===== config.mk =====
export PLATFORM = sky130hd
export DESIGN_NAME = uart_rx_buffered
export DESIGN_NICKNAME = d
export VERILOG_FILES = /design/src/rtl/uart_rx_buffered.sv
export SDC_FILE = /design/constraint.sdc
export NUM_CORES = 1
export LEC_CHECK = 0
export CELL_PAD_IN_SITES_DETAIL_PLACEMENT = 0
export CELL_PAD_IN_SITES_GLOBAL_PLACEMENT = 1
export CORE_ASPECT_RATIO = 1.2
export CORE_MARGIN = 2
export CORE_UTILIZATION = 39
export CTS_CLUSTER_SIZE = 12
export DETAILED_ROUTE_END_ITERATION = 10
export GPL_TIMING_DRIVEN = 0
export PLACE_DENSITY_LB_ADDON = 0.25
export SYNTH_ARGS = -nofsm -noshare
export SYNTH_HDL_FRONTEND = slang
export SYNTH_SLANG_ARGS = --single-unit

===== constraint.sdc =====
create_clock -name clk -period 1.8 [get_ports clk]
set_input_delay 0.36 -clock clk [delete_from_list [all_inputs] [get_ports clk]]
set_output_delay 0.36 -clock clk [all_outputs]
set_load 0.02 [all_outputs]

===== src/rtl/uart_rx_buffered.sv =====
// UART receiver (8N1, LSB first) feeding a one-entry valid/ready holding register.
// Optional macro UART_RX_PARITY_EN switches to 8E1 frames with even-parity checking.
module uart_rx_buffered #(
  parameter int CLOCK_FREQ     = 10_000_000,
  parameter int BAUD           = 115200,
  parameter int CLOCKS_PER_BIT = CLOCK_FREQ / BAUD
) (
  input  logic       clk,
  input  logic       rst,
  input  logic       rxd,
  output logic [7:0] data,
  output logic       valid,
  input  logic       ready,
  output logic       frame_err,
  output logic       overrun,
  output logic       parity_err,
  output logic       busy
);
  localparam int CW = $clog2(CLOCKS_PER_BIT);
  localparam logic [CW-1:0] CNT_HALF = CW'(CLOCKS_PER_BIT / 2 - 1);
  localparam logic [CW-1:0] CNT_LAST = CW'(CLOCKS_PER_BIT - 1);

  typedef enum logic [2:0] {
    S_IDLE,
    S_START,
    S_DATA,
`ifdef UART_RX_PARITY_EN
    S_PARITY,
`endif
    S_STOP,
    S_BREAK
  } state_t;

  state_t        state;
  logic [1:0]    sync_q;
  logic          rxd_s;
  logic [CW-1:0] cnt;
  logic [2:0]    idx;
  logic [7:0]    shift;
  logic          stop_ok;   // good stop bit seen; commit happens next cycle
  logic          byte_ok;

  // Two-flop synchroniser; idles high so reset never looks like a start bit.
  always_ff @(posedge clk or posedge rst) begin
    if (rst) sync_q <= 2'b11;
    else     sync_q <= {sync_q[0], rxd};
  end
  assign rxd_s = sync_q[1];

`ifdef UART_RX_PARITY_EN
  logic par_bit;
  logic par_ok;
  assign byte_ok = par_ok;
`else
  assign byte_ok = 1'b1;
`endif

  always_ff @(posedge clk or posedge rst) begin
    if (rst) begin
      state     <= S_IDLE;
      cnt       <= '0;
      idx       <= '0;
      shift     <= '0;
      busy      <= 1'b0;
      frame_err <= 1'b0;
      stop_ok   <= 1'b0;
`ifdef UART_RX_PARITY_EN
      par_bit   <= 1'b0;
      par_ok    <= 1'b1;
`endif
    end else begin
      frame_err <= 1'b0;
      stop_ok   <= 1'b0;
      cnt       <= cnt + 1'b1;
      case (state)
        S_IDLE: begin
          cnt <= '0;
          if (!rxd_s) begin
            state <= S_START;
            busy  <= 1'b1;
          end
        end
        S_START: if (cnt == CNT_HALF) begin
          cnt <= '0;
          if (rxd_s) begin
            state <= S_IDLE;
            busy  <= 1'b0;
          end else begin
            state <= S_DATA;
            idx   <= '0;
          end
        end
        S_DATA: if (cnt == CNT_LAST) begin
          cnt        <= '0;
          shift[idx] <= rxd_s;
          idx        <= idx + 3'd1;
`ifdef UART_RX_PARITY_EN
          if (idx == 3'd7) state <= S_PARITY;
`else
          if (idx == 3'd7) state <= S_STOP;
`endif
        end
`ifdef UART_RX_PARITY_EN
        S_PARITY: if (cnt == CNT_LAST) begin
          cnt     <= '0;
          par_bit <= rxd_s;
          state   <= S_STOP;
        end
`endif
        S_STOP: if (cnt == CNT_LAST) begin
          cnt <= '0;
          if (rxd_s) begin
            // Back to IDLE half a bit early so an immediate start bit is caught.
            stop_ok <= 1'b1;
            state   <= S_IDLE;
            busy    <= 1'b0;
`ifdef UART_RX_PARITY_EN
            par_ok  <= ~(^{shift, par_bit});
`endif
          end else begin
            frame_err <= 1'b1;
            state     <= S_BREAK;
          end
        end
        S_BREAK: begin
          cnt <= '0;
          if (rxd_s) begin
            state <= S_IDLE;
            busy  <= 1'b0;
          end
        end
        default: begin
          state <= S_IDLE;
          busy  <= 1'b0;
        end
      endcase
    end
  end

  // Holding register: a commit may coincide with a drain and wins over it.
  always_ff @(posedge clk or posedge rst) begin
    if (rst) begin
      data    <= 8'h00;
      valid   <= 1'b0;
      overrun <= 1'b0;
    end else begin
      overrun <= 1'b0;
      if (valid && ready) valid <= 1'b0;
      if (stop_ok && byte_ok) begin
        if (!valid || ready) begin
          data  <= shift;
          valid <= 1'b1;
        end else begin
          overrun <= 1'b1;
        end
      end
    end
  end

`ifdef UART_RX_PARITY_EN
  always_ff @(posedge clk or posedge rst) begin
    if (rst) parity_err <= 1'b0;
    else     parity_err <= stop_ok & ~byte_ok;
  end
`else
  assign parity_err = 1'b0;
`endif

endmodule


==> flow_summary.ini, run 1 <==
[status]
outcome = completed

[clock_network]
post_cts_buffers = 0
cts_tree = yes
clockBufferDepth = 2
hold_buffers = 0
clk_latency_ns = 0.29
htree_levels = 2
cts_sinks = 36
path_clk_slew_ns = 0.07
cts_inserted_buffers = 5
clockRootBuffer = clkbuf_8

[route]
drcViolationCount = 0
wl_mm = 2.780
viasPerCell = 4.968
num_vias = 1098
avgRoutedWirePerCell_um = 12.58
drt_iter0_markers = 45
antenna_left = 0
dr.pass1.iters = 4

[worst_hold_path]
holdCritPathClass = register to register
holdPathEnd = sync_q[1]
hold_start = sync_q[0]
min_path_cells = 0

[grt]
antenna_found_initial = 0
grt_start_max_net_pins = 37
grt_first_pass_wirelength_mm = 4.650
grt_use_total_pct = 12.76
grt.overflow.total = 0
grt_pass1_vias = 1038

[finish]
drive_gt1_share_pct = 21.82
layout.nets = 173
syn2layout_area_growth_pct = 21.67
utilization_pct = 48.54
nFillCells = 379
diodes = 0
finalInstanceArea_sq_um = 2037
seqCellArea_sq_um = 903.4
multi_input_area_sq_um = 755.7

[worst_setup_path]
required_ns = 1.97
setup.worst_path.start_class = register
max_stage_delay_ns = 0.41
worstPathCellList = inv_1, ha_1, and4b_4, and3_4, nand4_1, mux2_1
worstPathMaxFanout = 5
r2r_end = shift[5]
crit_type = register to register
rrSetupSlack_ns = 0.08
rr_startpoint = cnt[1]
critPathSlowestCell = dfrtp_1
crit_path_end_kind = register
arrival_ns = 1.89
reg2regPathDepth = 6

[floorplanning]
rows = 26
initial_core_util_pct = 39.89
core_region_area_sq_um = 4197
die_width_um = 63.81
die_h_um = 75.77
die-area_sq_um = 4835
io-pin-count = 17

[power]
power.total_mw = 1.522
leakage_nw = 0.9164
ir_drop_uv = 295.8
power.density_nw_per_um2 = 747.2

[yosys]
synth_edf_count = 0
synth.distinct_cells = 40
syn-instance-count = 142
yosysSeqAreaShare_pct = 53.96
syn_area_sq_um = 1674
synthArstFlopShare_pct = 100.0
synthFlopType = dfrtp_1
synth_nets = 151
synth_seq_cells = 36
yosysWarnings = 0
avgSynthCellArea_sq_um = 11.79

[place]
port_buffers = 15
place_congestion = 0.7217
hpwlAfterDp_mm = 2.020
post_dp_cell_area_sq_um = 1894

[timing]
rsz0062_at_grt = yes
min_period_ns = 1.719
timing.final.crit_share_pct = 95.48
maxSlewViolCount = 0
finalSetupViolCount = 0
relSlewSlack_pct = 51.88
fin_skew_ns = 0.007585
timing.fmax_mhz = 581.9
hold_viol_final = 0
fin_tns_setup_ns = 0
tightest_slew_ns = 0.7207
whs_ns = 0.3575

[flow_run]
drv_cap = 0
layout by cell type, fill, tap and decap left out, types with 2 or more instances in the layout:
cell             Yosys  final
nor2_1              16     16
mux2_2               8      8
inv_1                8      7
nor2b_1              2      2
nand2b_1             2      2
clkinv_2             0      2
xnor2_1              3      3
mux2_1               8      7
nand2_1              8      8
clkdlybuf4s50_1      0     15
mux2i_1              3      3
buf_2                2      2
dfrtp_1             34     34
xor2_1               2      2
clkbuf_8             0      5
ha_1                 5      5
nand3_1              5      5
buf_4                2      2
nor4_2               0      3
nand4_1              5      5
dfstp_2              2      2
critical path, delay by kind of cell, from the launching register on:
family                   cells  cell delay [ns]
flip-flops                   1             0.41
adder cells (fa/ha/maj)      1             0.16
multiplexers                 1             0.33
buffers and inverters        1             0.07
AND/OR/NAND/NOR              3             0.63
layer usage:
| metal | track usage (%) | routed length, um | vias up |
|---|---|---|---|
| met5 | 0 | 0 | - |
| met4 | 7.246 | 65 | 0 |
| met3 | 3.693 | 83 | 6 |
| met2 | 22.22 | 1458 | 16 |
| met1 | 14.15 | 1173 | 538 |
| li1 | - | - | 538 |
cells in the mapped netlist (2+ instances only):
master    number  area share, %
dfrtp_1       34             51
nor2_1        16            3.6
inv_1          8            1.8
mux2_1         8            5.4
mux2_2         8            5.4
nand2_1        8            1.8
ha_1           5            3.7
nand3_1        5            1.5
nand4_1        5            1.9
nor4_1         5            1.9
mux2i_1        3            1.8
xnor2_1        3            1.6
buf_2          2           0.60
buf_4          2           0.90
dfstp_2        2            3.1
nand2b_1       2           0.75
nor2b_1        2           0.75
xor2_1         2            1.0
sequential cells by signal (all words and copies together) (netlist names):
signal,count
state,3
sync_q,2
stop_ok,1
shift,8
valid,1
cnt,7
busy,1
idx,3
overrun,1
frame_err,1
data,8
how the worst max path moves through the flow:
stage / start / endpoint / cells past startpoint
after floorplan: cnt[1] / shift[4] / 6
after global placement: rst / data[7] / 2
after detailed placement: rst / cnt[6] / 2
after CTS: cnt[1] / shift[0] / 6
after global routing: cnt[1] / shift[0] / 6
final: cnt[1] / shift[5] / 6
final cells by class:
cell class | count | share of cell area, %
sequential | 36 | 44.35
multi-input combinational | 92 | 37.10
timing repair buffer | 15 | 7.371
tap | 56 | 3.440
clock buffer | 5 | 3.378
buffer | 6 | 1.966
inverter | 8 | 1.474
clock inverter | 3 | 0.9214
cell families after synthesis:
group | Yosys count | share of synthesized area [%]
simple gates | 53 | 18.24
buf+inv | 14 | 4.185
xor+xnor | 5 | 2.616
fa+ha+maj | 6 | 4.335
mux | 19 | 12.56
flops | 36 | 53.96
compound gates | 8 | 3.887
other cells | 1 | 0.2240
stage by stage:
stage	instances	worst slack, ns
CTS	221	-0.002049
detailed placement	213	-0.1705
finish	221	0.08135
floorplan	142	0.1799
global placement	213	-0.1327
global route	221	-0.04078
power by group:
group	switching [mW]	internal [mW]
combinational	0.0652	0.0470
sequential	0.0214	0.832
clock	0.287	0.269
what timing repair did:
item | CTS | global route
endpoints found under the setup margin | 2 | 12
resized for setup | 2 | 6
pin swaps | 0 | 0
Power figures use the tool's default switching activity.
==> inputs of run 2 (changes only) <==
Settings changed: CTS_BUF_LIST set to sky130_fd_sc_hd__clkbuf_16, GPL_ROUTABILITY_DRIVEN set to 0.
==> run 2 against run 1 <==
Effect of this change: worst hold slack lost 0.0018 ns; design area up 2.8%; critical path type unchanged; register-to-register slack got worse by 0.02 ns; wire length increased by 2.3%; non-clock buffer count is the same; largest cell class unchanged; largest power group unchanged; fmax shrank 0.99%; cell count did not move; highest routed layer unchanged; sequential share of layout area is 1.2 points lower; critical endpoint is now shift[6]; flip-flop and latch count unchanged; sequential power is essentially flat; power grew 18%.
==> flow_summary.ini, run 2 (synthesis results as in run 1) <==
[power]
power_frac_clock_pct = 46.1
pwr-share-seq_pct = 47.6
p_comb_share_pct = 6.3
leakage_nw = 0.9421
power_switching_share_pct = 22.59
ir_drop_uv = 484.7
power.density_nw_per_um2 = 857.3
p_sw_uw = 405.5
p_int_mw = 1.389

[status]
outcome = completed

[floorplanning]
core_region_area_sq_um = 4197
io-pin-count = 17
initial_core_util_pct = 39.89
die-area_sq_um = 4835
die_width_um = 63.81
die_h_um = 75.77
rows = 26

[timing]
min_period_ns = 1.736
fin_tns_setup_ns = 0
rsz0062_at_grt = yes
timing.final.crit_share_pct = 96.43
layout_setup_ws_ns = 0.06421
fin_skew_ns = 0.007702
tightest_slew_ns = 0.7215
finalSetupViolCount = 0
hold_viol_final = 0
timing.fmax_mhz = 576.1
whs_ns = 0.3556
maxSlewViolCount = 0
relSlewSlack_pct = 51.83

[place]
port_buffers = 15
hpwlAfterDp_mm = 2.020
dp_slack_ns = -0.1705
placedCellCount = 213

[route]
viasPerCell = 4.995
drcViolationCount = 0
drt_iter0_markers = 42
antenna_left = 0
wl_mm = 2.844
num_vias = 1104
dr.pass1.iters = 4
avgRoutedWirePerCell_um = 12.87

[grt]
antenna_found_initial = 0
grt_first_pass_wirelength_mm = 4.657
grt_pass1_vias = 1043
grt.overflow.total = 0
grt_start_max_net_pins = 37
grt_use_total_pct = 12.89

[worst_setup_path]
worstPathMaxFanout = 6
worstPathCellList = inv_1, ha_1, and4b_4, nand3_4, nor4_2, mux2_1
crit_buf_inv = 1
critPathSlowestCell = dfrtp_1
critPathTopFamily = simple AND/OR/NAND/NOR gates
rr_startpoint = cnt[1]
arrival_ns = 1.90
required_ns = 1.96
critPathLaunch = cnt[1]
setup.worst_path.start_class = register
crit_type = register to register
max_stage_delay_ns = 0.41
crit_path_end_kind = register

[clock_network]
clk_latency_ns = 0.28
cts_sinks = 36
clockRootBuffer = clkbuf_16
path_clk_slew_ns = 0.06
cts_tree = yes
cts_inserted_buffers = 5
post_cts_buffers = 0
htree_levels = 2
clockBufferDepth = 2

[finish]
diodes = 0
layout_commonest_cell = dfrtp_1
reg_top3 = data: 8 flops, shift: 8 flops, cnt: 7 flops
stdcell_count = 221
layout.nets = 173
seqCellArea_sq_um = 903.4
syn2layout_area_growth_pct = 25.04
final_cell_mix = dfrtp_1, nor2_1, clkdlybuf4s50_1, nand2_1, mux2_2
utilization_pct = 49.88
multi_input_area_sq_um = 755.7
nFillCells = 379
drive_gt1_share_pct = 21.82

[flow_run]
drv_cap = 0

[worst_hold_path]
holdCritPathClass = register to register
hold_start = sync_q[0]
-- run 2: cell counts in the layout (fill, tap and decap cells not counted) --
No cell type changed its count.
-- run 2: metrics by stage --
| stage | cell area [sq um] | power (mW) |
|---|---|---|
| 2_1_floorplan | 1674 | 0.9499 |
| 3_3_place_gp | 1894 | 0.9761 |
| 3_5_place_dp | 1894 | 0.9826 |
| 4_1_cts | 2051 | 1.830 |
| 5_1_grt | 2093 | 1.883 |
| 6_report | 2093 | 1.795 |
-- run 2: repair_timing --
item	CTS	global route
hold buffers	0	0
setup endpoints to repair	2	11
gates resized for setup	2	6
pin swaps	0	0
-- run 2: final cells by class --
| type | count | area share, % |
|---|---|---|
| Buffer | 6 | 1.913 |
| Clock buffer | 5 | 5.977 |
| Clock inverter | 3 | 0.8966 |
| Inverter | 8 | 1.435 |
| Multi-Input combinational cell | 92 | 36.10 |
| Sequential cell | 36 | 43.16 |
| Tap cell | 56 | 3.347 |
| Timing Repair Buffer | 15 | 7.173 |
-- run 2: final timing paths --
| path | to | slack, ns | depth (start not counted) |
|---|---|---|---|
| hold reg to reg | sync_q[1] | 0.36 | 0 |
| min in group asynchronous | overrun | 0.52 | 2 |
| setup / recovery | shift[6] | 0.06 | 6 |
| setup reg to reg | shift[6] | 0.06 | 6 |
| hold / removal | sync_q[1] | 0.36 | 0 |
| max in group asynchronous | data[5] | 0.81 | 2 |
-- run 2: routing by layer --
layer	GRT usage, %	share of wire (%)
met4	7.246	2.1
met1	14.15	43
met5	0	0
met3	4.136	3.0
met2	22.34	52
-- run 2: power groups by stage --
stage          combinational, mW  clock (mW)  sequential (mW)
2_1_floorplan             0.0849           0            0.865
3_3_place_gp               0.108           0            0.868
3_5_place_dp               0.113           0            0.870
4_1_cts                    0.113       0.861            0.855
5_1_grt                    0.133       0.891            0.859
6_report                   0.113       0.827            0.855
==> inputs of run 3 (changes only) <==
Settings changed: CTS_CLUSTER_DIAMETER set to 120, SKIP_CTS_REPAIR_TIMING set to 1, TNS_END_PERCENT set to 30.
==> run 3 against run 2 <==
Effect of this change: power barely moved; worst setup slack worse by 0.0028 ns; design area increased by 1.4%; core utilization is 0.69 points higher; combinational power barely moved; via count up 0.36%; clock power is essentially flat; critical path depth stayed put; clock skew is essentially flat; cell count grew 0.90%; highest routed layer unchanged.
==> flow_summary.ini, run 3 (synthesis results as in run 1) <==
[place]
port_buffers = 15
hpwlAfterDp_mm = 2.020
post_dp_cell_area_sq_um = 1894
dp_slack_ns = -0.1705

[grt]
grt_start_max_net_pins = 37
grt_first_pass_wirelength_mm = 4.650
antenna_found_initial = 0
grt_pass1_vias = 1038
grt_use_total_pct = 12.86
grt.overflow.total = 0

[status]
outcome = completed

[route]
dr.pass1.iters = 4
wl_mm = 2.888
viasPerCell = 4.969
drt_iter0_markers = 47
antenna_left = 0
drcViolationCount = 0
avgRoutedWirePerCell_um = 12.95
num_vias = 1108

[worst_setup_path]
setup.worst_path.start_class = register
critPathLaunch = cnt[1]
rr_startpoint = cnt[1]
crit_path_end_kind = register
reg2regPathDepth = 6
endpoint = shift[2]
rrSetupSlack_ns = 0.06
required_ns = 1.96
arrival_ns = 1.90
crit_type = register to register
worstPathMaxFanout = 6
r2r_end = shift[2]

[power]
ir_drop_uv = 472.6
power.density_nw_per_um2 = 846.3
leakage_nw = 0.9495

[clock_network]
clockBufferDepth = 2
htree_levels = 2
clockRootBuffer = clkbuf_16
cts_inserted_buffers = 5
path_clk_slew_ns = 0.06
cts_tree = yes
clk_latency_ns = 0.28
cts_sinks = 36

[floorplanning]
initial_core_util_pct = 39.89
rows = 26
die-area_sq_um = 4835
die_width_um = 63.81
die_h_um = 75.77
core_region_area_sq_um = 4197
io-pin-count = 17

[timing]
min_period_ns = 1.739
layout_setup_ws_ns = 0.06141
rsz0062_at_grt = yes
whs_ns = 0.3554
relSlewSlack_pct = 51.57
fin_tns_setup_ns = 0
hold_viol_final = 0
timing.final.crit_share_pct = 96.59
fin_skew_ns = 0.007203
tightest_slew_ns = 0.7254
finalSetupViolCount = 0
timing.fmax_mhz = 575.2
maxSlewViolCount = 0

[finish]
drive_gt1_share_pct = 22.16
final_cell_mix = dfrtp_1, nor2_1, clkdlybuf4s50_1
layout.nets = 175
finalInstanceArea_sq_um = 2122
reg_top3 = data: 8 flops, shift: 8 flops, cnt: 7 flops
syn2layout_area_growth_pct = 26.76
layout_commonest_cell = dfrtp_1
diodes = 0

[worst_hold_path]
holdCritPathClass = register to register

[flow_run]
drv_cap = 0
run 3: cell count changes in the layout (fill, tap and decap cells not counted):
cell and change:
nor4_4 +2, mux2_1 +1, buf_4 +2, nor4_2 -2
mux2_4 -1
run 3: layout make-up:
type / count / area [sq um]
buffer: 6 / 40.04
clock buffer: 5 / 125.1
clock inverter: 3 / 18.77
fill: 375 / 2074
inverter: 8 / 30.03
multi-input combinational: 92 / 769.5
sequential: 36 / 903.4
tap: 56 / 70.07
timing repair buffer: 17 / 165.2
run 3: power breakdown:
part | total (mW) | switching [mW] | leakage [nW] | internal (mW)
clock network | 0.829 | 0.320 | 0.0736 | 0.509
logic | 0.113 | 0.0655 | 0.396 | 0.0470
registers | 0.855 | 0.0216 | 0.480 | 0.833
total | 1.80 | 0.407 | 0.949 | 1.39
run 3: layer usage:
metal / GRT usage [%] / part of all wire [%]
met1: 14.15 / 42
met2: 22.22 / 53
met5: 0 / 0
met3: 4.136 / 2.8
met4: 7.246 / 2.1
run 3: critical path, stage by stage, from the launching register on:
cell,delay [ns]
dfrtp_1,0.41
inv_1,0.07
ha_1,0.16
and4b_4,0.29
nand3_4,0.15
nor4_2,0.20
mux2_1,0.34
run 3: through the flow:
| step | std cells | util [%] | power (mW) |
|---|---|---|---|
| 3_5_place_dp | 213 | 45.14 | 0.9826 |
| 4_1_cts | 221 | 48.57 | 1.830 |
| 3_3_place_gp | 213 | 45.14 | 0.9761 |
| 2_1_floorplan | 142 | - | 0.9499 |
| 5_1_grt | 223 | 50.57 | 1.882 |
| 6_report | 223 | 50.57 | 1.796 |
run 3: worst min path at each step:
stage | depth (start not counted) | startpoint | end | slack [ns]
2_1_floorplan | 0 | sync_q[0] | sync_q[1] | 0.35
3_3_place_gp | 0 | sync_q[0] | sync_q[1] | 0.35
3_5_place_dp | 0 | sync_q[0] | sync_q[1] | 0.35
4_1_cts | 0 | sync_q[0] | sync_q[1] | 0.36
5_1_grt | 0 | sync_q[0] | sync_q[1] | 0.36
6_report | 0 | sync_q[0] | sync_q[1] | 0.36
